## config.mk

```make
export PLATFORM = sky130hd
export DESIGN_NAME = axi4_lite_regbank
export DESIGN_NICKNAME = d
export VERILOG_FILES = /design/src/rtl/axi4_lite_regbank.sv
export SDC_FILE = /design/constraint.sdc
export NUM_CORES = 2
export LEC_CHECK = 0
export ABC_AREA = 1
export ABC_CLOCK_PERIOD_IN_PS = 2300
export CAP_MARGIN = 10
export CORE_AREA = 2 2 262 264
export DETAILED_ROUTE_END_ITERATION = 8
export DIE_AREA = 0 0 264 266
export PLACE_DENSITY_LB_ADDON = 0.12
export SETUP_SLACK_MARGIN = 0.4
export SLEW_MARGIN = 20
export SYNTH_ARGS = -nofsm -noshare
export SYNTH_HDL_FRONTEND = slang
export SYNTH_SLANG_ARGS = --single-unit
```

## constraint.sdc

```tcl
create_clock -name ACLK -period 2.3 [get_ports ACLK]
set_input_delay 0.345 -clock ACLK [delete_from_list [all_inputs] [get_ports ACLK]]
set_output_delay 0.345 -clock ACLK [all_outputs]
set_load 0.005 [all_outputs]
```

## src/rtl/axi4_lite_regbank.sv

```systemverilog
// AXI4-Lite slave exposing NUM_REGS read/write registers with per-register write pulses.
// Optional macro AXIL_REGBANK_PROT_EN: reject unprivileged (PROT[0]=0) accesses with SLVERR.
module axi4_lite_regbank #(
    parameter int SIZE_WORD = 32,
    parameter int SIZE_STRB = SIZE_WORD / 8,
    parameter int SIZE_ADDR = 32,
    parameter int NUM_REGS  = 16
) (
    input  logic                          ACLK,
    input  logic                          ARST,
    input  logic                          AWVALID,
    output logic                          AWREADY,
    input  logic [SIZE_ADDR-1:0]          AWADDR,
    input  logic [2:0]                    AWPROT,
    input  logic                          WVALID,
    output logic                          WREADY,
    input  logic [SIZE_WORD-1:0]          WDATA,
    input  logic [SIZE_STRB-1:0]          WSTRB,
    output logic                          BVALID,
    input  logic                          BREADY,
    output logic [1:0]                    BRESP,
    input  logic                          ARVALID,
    output logic                          ARREADY,
    input  logic [SIZE_ADDR-1:0]          ARADDR,
    input  logic [2:0]                    ARPROT,
    output logic                          RVALID,
    input  logic                          RREADY,
    output logic [SIZE_WORD-1:0]          RDATA,
    output logic [1:0]                    RRESP,
    output logic [NUM_REGS*SIZE_WORD-1:0] REGS_Q,
    output logic [NUM_REGS-1:0]           WR_PULSE
);

    localparam int ADDR_LSB = (SIZE_STRB > 1) ? $clog2(SIZE_STRB) : 0;

    typedef enum logic {W_COLLECT, W_RESP} wstate_t;
    typedef enum logic {R_IDLE, R_DATA} rstate_t;

    wstate_t r_wstate, w_wstate_nxt;
    rstate_t r_rstate, w_rstate_nxt;

    logic                               r_aw_held, r_aw_err;
    logic [7:0]                         r_aw_idx;
    logic                               r_w_held;
    logic [SIZE_WORD-1:0]               r_w_data;
    logic [SIZE_STRB-1:0]               r_w_strb;
    logic [1:0]                         r_bresp, r_rresp;
    logic [SIZE_WORD-1:0]               r_rdata;
    logic [NUM_REGS-1:0][SIZE_WORD-1:0] r_regs;
    logic [NUM_REGS-1:0]                r_wr_pulse;

    logic [7:0]           w_aw_idx, w_ar_idx;
    logic                 w_aw_err, w_ar_err, w_aw_oob, w_ar_oob;
    logic                 w_aw_hs, w_w_hs, w_ar_hs;
    logic                 w_do_write, w_bvalid, w_rvalid;
    logic [SIZE_WORD-1:0] w_rd_word;
    logic                 w_unused;

    // Bits outside the index field and the non-privilege PROT bits are don't-cares.
    assign w_unused = ^{AWADDR, ARADDR, AWPROT, ARPROT};

    assign w_aw_idx = AWADDR[ADDR_LSB +: 8];
    assign w_ar_idx = ARADDR[ADDR_LSB +: 8];
    assign w_aw_oob = ({1'b0, w_aw_idx} >= 9'(NUM_REGS));
    assign w_ar_oob = ({1'b0, w_ar_idx} >= 9'(NUM_REGS));

`ifdef AXIL_REGBANK_PROT_EN
    assign w_aw_err = w_aw_oob || !AWPROT[0];
    assign w_ar_err = w_ar_oob || !ARPROT[0];
`else
    assign w_aw_err = w_aw_oob;
    assign w_ar_err = w_ar_oob;
`endif

    // Write FSM: commit one cycle after both holding buffers are full.
    always_comb begin
        w_wstate_nxt = r_wstate;
        w_do_write   = 1'b0;
        w_bvalid     = 1'b0;
        case (r_wstate)
            W_COLLECT: begin
                if (r_aw_held && r_w_held) begin
                    w_do_write   = 1'b1;
                    w_wstate_nxt = W_RESP;
                end
            end
            W_RESP: begin
                w_bvalid = 1'b1;
                if (BREADY) w_wstate_nxt = W_COLLECT;
            end
        endcase
    end

    always_comb begin
        w_rstate_nxt = r_rstate;
        w_rvalid     = 1'b0;
        case (r_rstate)
            R_IDLE: if (w_ar_hs) w_rstate_nxt = R_DATA;
            R_DATA: begin
                w_rvalid = 1'b1;
                if (RREADY) w_rstate_nxt = R_IDLE;
            end
        endcase
    end

    always_ff @(posedge ACLK) begin
        if (ARST) begin
            r_wstate <= W_COLLECT;
            r_rstate <= R_IDLE;
        end else begin
            r_wstate <= w_wstate_nxt;
            r_rstate <= w_rstate_nxt;
        end
    end

    assign AWREADY = !ARST && !r_aw_held && !w_bvalid;
    assign WREADY  = !ARST && !r_w_held && !w_bvalid;
    assign ARREADY = !ARST && !w_rvalid;
    assign w_aw_hs = AWVALID && AWREADY;
    assign w_w_hs  = WVALID && WREADY;
    assign w_ar_hs = ARVALID && ARREADY;

    always_ff @(posedge ACLK) begin
        if (ARST) begin
            r_aw_held  <= 1'b0;
            r_aw_err   <= 1'b0;
            r_aw_idx   <= '0;
            r_w_held   <= 1'b0;
            r_w_data   <= '0;
            r_w_strb   <= '0;
            r_bresp    <= 2'b00;
            r_regs     <= '0;
            r_wr_pulse <= '0;
        end else begin
            r_wr_pulse <= '0;
            if (w_aw_hs) begin
                r_aw_held <= 1'b1;
                r_aw_idx  <= w_aw_idx;
                r_aw_err  <= w_aw_err;
            end
            if (w_w_hs) begin
                r_w_held <= 1'b1;
                r_w_data <= WDATA;
                r_w_strb <= WSTRB;
            end
            if (w_do_write) begin
                r_aw_held <= 1'b0;
                r_w_held  <= 1'b0;
                r_bresp   <= r_aw_err ? 2'b10 : 2'b00;
                if (!r_aw_err) begin
                    for (int i = 0; i < NUM_REGS; i++) begin
                        if (r_aw_idx == 8'(i)) begin
                            r_wr_pulse[i] <= 1'b1;
                            for (int b = 0; b < SIZE_STRB; b++)
                                if (r_w_strb[b]) r_regs[i][b*8 +: 8] <= r_w_data[b*8 +: 8];
                        end
                    end
                end
            end
        end
    end

    // Read mux samples pre-write contents, so a same-cycle write is not visible.
    always_comb begin
        w_rd_word = '0;
        for (int i = 0; i < NUM_REGS; i++)
            if (w_ar_idx == 8'(i)) w_rd_word = r_regs[i];
    end

    always_ff @(posedge ACLK) begin
        if (ARST) begin
            r_rdata <= '0;
            r_rresp <= 2'b00;
        end else if (w_ar_hs) begin
            r_rdata <= w_ar_err ? '0 : w_rd_word;
            r_rresp <= w_ar_err ? 2'b10 : 2'b00;
        end
    end

    assign BVALID   = w_bvalid;
    assign BRESP    = r_bresp;
    assign RVALID   = w_rvalid;
    assign RDATA    = r_rdata;
    assign RRESP    = r_rresp;
    assign REGS_Q   = r_regs;
    assign WR_PULSE = r_wr_pulse;

endmodule

```

==> impl_results.md <==
* P_int at 18.29 mW
* First-pass GRT wire length at 174.0 mm
* Synth Instances at 3,630
* NetSw at 5.658 mW
* GP Congestion at 0.9660
* Xor and xnor area share after synthesis at 0%
* Buffers & Inverters on Critical Path at 4
* Most frequent cells after synthesis: a21oi_1 (622), dfxtp_1 (611), inv_1 (587), o21ai_0 (526), nand2_1 (494)
* Worst path top cell family by delay: simple AND/OR/NAND/NOR gates
* DIE HEIGHT at 266 um
* FMAX at 505.7 MHz
* Setup Total Neg Slack at 0 ns
* Syn avg cell area at 7.111 um2
* Worst Tran Pin Value at 1.107 ns
* Finished Layout Cells at 5,310
* Nets@finish at 4,488
* Crit path cell chain: nor4_4 -> buf_6 -> and3_4 -> inv_8 -> nor2_2 -> buf_6 -> nand3_4 -> buf_8 -> o21ai_1 -> a21oi_1
* Total die area at 70,220 um2
* Final count of hold timing violations at 0
* Top cells by area, synth: dfxtp_1 (47%), a21oi_1 (12%), o21ai_0 (10%)
* Core area at 67,750 um2
* Clk pwr share at 49.7%
* Final WL at 128.9 mm
* Post-CTS Hold Buffers at 0
* Layout cells sized above 1 at 20.97%
* DRC Markers at 0
* Max-cap violations at 0
* Pleak at 14.86 nW
* Port buffer count at 625
* Post-synth top area cell: dfxtp_1
* Type of origin of the critical path: flop
* CTS tree: yes
* Layout area overhead at 53.50%
* Root buffer cell: clkbuf_16
* Top FF cell, synth: dfxtp_1
* Initial antenna violation count at 5
* Min Hold Slack at 0.1999 ns
* Number of global-route vias before repair at 25,390
* Worst slew margin at 26.10%
* Worst r2r src: r_aw_idx[7]
* Initial Utilization at 38.10%
* Placed cells at 5,101
* Final instance area at 39,620 um2
* Total grt overflow at 0
* Post-Synth Simple-Gate Area at 16.18%
* Post-synth EDFFs at 0
* CP most frequent cell: buf_6
* Iteration-0 DRC count of the detailed router at 2,887
* Worst hold path class: input port to flop
* Max H-tree Level at 3
* Wirelength per Cell at 24.28 um
* Skew-Pair Late Insertion Delay at 0.61 ns
* Crit path from: r_aw_idx[7]
* Post-Syn Area at 25,810 um2
* Critical path's slowest cell: dfxtp_2
* 1st-pass router iterations at 5
* Final core utilization at 58.49%
* Synth cell types at 28
* Post-DP HPWL at 89.81 mm
* Die W at 264 um
* Bufs on Longest Clock Path at 3
* Total track usage at 33.54%
* Synth Area in Adders at 0%
* Clock-pin slew of the registers on the worst-case setup and hold paths at 0.06 ns
* Synth Area in Compound Gates at 23.72%
* Main combinational cell family by area after synthesis: compound AO/OA/AOI/OAI gates
* Worst Hold Launch: WVALID
* Min Clock Period, post-route at 1.977 ns
* Via count at 28,630
* Synth warn at 0
* Count leader, synth: a21oi_1
* I/O pin cnt at 682
* Worst endpoint required time at 2.78 ns
* Critical path endpoint category: flop
* Fin crit share at 85.97%
* Final ANT Viol Nets at 0
* PD cells at 604.4 nW/um2
* Outcome: finished, final reports clean
* CP peak stage delay at 0.34 ns
* Part of the Yosys area used for sequential elements at 47.39%
* Post-synth top area share at 47.39%
* Peak supply drop at 0.5688 mV
* Area post-placement at 34,180 um2
* Crit path kind: flop to flop
* Placement row count at 96
* Mux share of post-synthesis cell area at 0%
* Seq cells post-synth at 611
* RSZ-0062 raised after global routing: true
* Worst EP arrival at 2.45 ns
* CTS Buf Count at 70
* Worst Clk Skew at 0.02312 ns
* Crit-path max FO at 8
* Sink Count at 611
* Avg Vias per Cell at 5.392
* Endpoints failing setup at 0
* Switching Share at 23.63%
* FFs w/ async S/R, synth at 0%
* Fillers at 6,296
* Largest net degree at the start of global routing at 125
* Register share of total power at 45.2%
* Comb power frac at 5.0%
* Max Slew Vio Count at 0
## logic make-up after synthesis
| logic type | after synthesis |
|---|---|
| compound gates | 1206 |
| buf+inv | 847 |
| flops | 611 |
| other cells | 1 |
| simple gates | 965 |
## per-layer routing
metal	vias up	wire length (um)	GRT usage [%]
li1	13370	-	-
met1	13480	49640	40.79
met2	1424	62540	57.47
met3	341	10090	6.238
met4	8	6610	15.51
met5	-	52	0
## path summary, 6_finish.rpt
| check | depth (start not counted) | slack [ns] | end |
|---|---|---|---|
| worst max-delay path | 10 | 0.32 | REGS_Q[238] |
| worst min-delay path | 3 | 0.20 | r_w_data[10] |
| worst min register to register | 2 | 0.46 | REGS_Q[318] |
| worst max register to register | 10 | 0.32 | REGS_Q[238] |
## placed cells by master (no fill, tap or decap), types with 9 or more instances in the layout
cell,instances
nor2_4,27
dfxtp_1,359
nand2_4,13
nand3_2,13
a211oi_1,18
nand3_4,29
dfxtp_4,9
buf_6,45
dlymetal6s2s_1,24
inv_1,587
buf_12,49
buf_4,142
buf_8,23
inv_2,12
nand2_1,452
nand3_1,131
o21ai_2,71
nor2_2,26
clkinv_2,12
dlygate4sd2_1,52
o21ai_1,208
a211oi_2,15
o21ai_0,270
clkdlybuf4s50_1,537
a21oi_1,620
nor3_1,29
clkbuf_16,79
buf_2,20
clkbuf_8,17
nor2_1,124
dfxtp_2,243
nand4_1,75
nand2_2,23
## per-stage QoR
step | setup WS (ns) | power (mW)
finish | 0.3227 | 23.95
global route | 0.2557 | 24.53
detailed placement | -0.5065 | 12.00
floorplan | 0.4400 | 11.47
CTS | 0.3213 | 23.84
global placement | -0.5047 | 11.99
## area by class of cell
type | count | area, um2 | area share [%]
Sequential cell | 611 | 12570 | 31.72
Multi-Input combinational cell | 2176 | 11720 | 29.57
Timing Repair Buffer | 911 | 9498 | 23.97
Inverter | 604 | 2292 | 5.785
Clock buffer | 98 | 2091 | 5.277
Tap cell | 882 | 1104 | 2.785
Clock inverter | 25 | 339.1 | 0.8558
Timing Repair inverter | 1 | 6.256 | 0.01579
Antenna cell | 2 | 5.005 | 0.01263
## flip-flops by register name, indices dropped and copies added, names as in the netlist
register and flops:
r_wstate 1, r_w_strb 4, r_rstate 1, r_aw_held 1, RRESP 1, BRESP 1
r_aw_idx 8, r_w_data 32, WR_PULSE 16, RDATA 32, r_w_held 1, r_aw_err 1
REGS_Q 512
## worst register-to-register path, stage by stage (launching register included)
cell and delay [ns]:
dfxtp_2 0.34, nor4_4 0.27, buf_6 0.16, and3_4 0.21, inv_8 0.06, nor2_2 0.11
buf_6 0.17, nand3_4 0.11, buf_8 0.18, o21ai_1 0.16, a21oi_1 0.07
## power by group through the flow
stage | clock network (mW) | logic [mW] | registers, mW
floorplan | 0 | 0.553 | 10.9
global placement | 0 | 0.942 | 11.0
detailed placement | 0 | 0.951 | 11.0
CTS | 12.0 | 1.04 | 10.8
global route | 12.4 | 1.29 | 10.8
finish | 11.9 | 1.21 | 10.8
## timing repair
item                                    4_1_cts  5_1_grt
pin swaps                                    40       37
buffers inserted                             23       13
gates cloned                                 15       33
endpoints found under the setup margin      778      652
endpoints found under the hold margin         0        0
resized for setup                           384      703
Power figures use the tool's default switching activity.
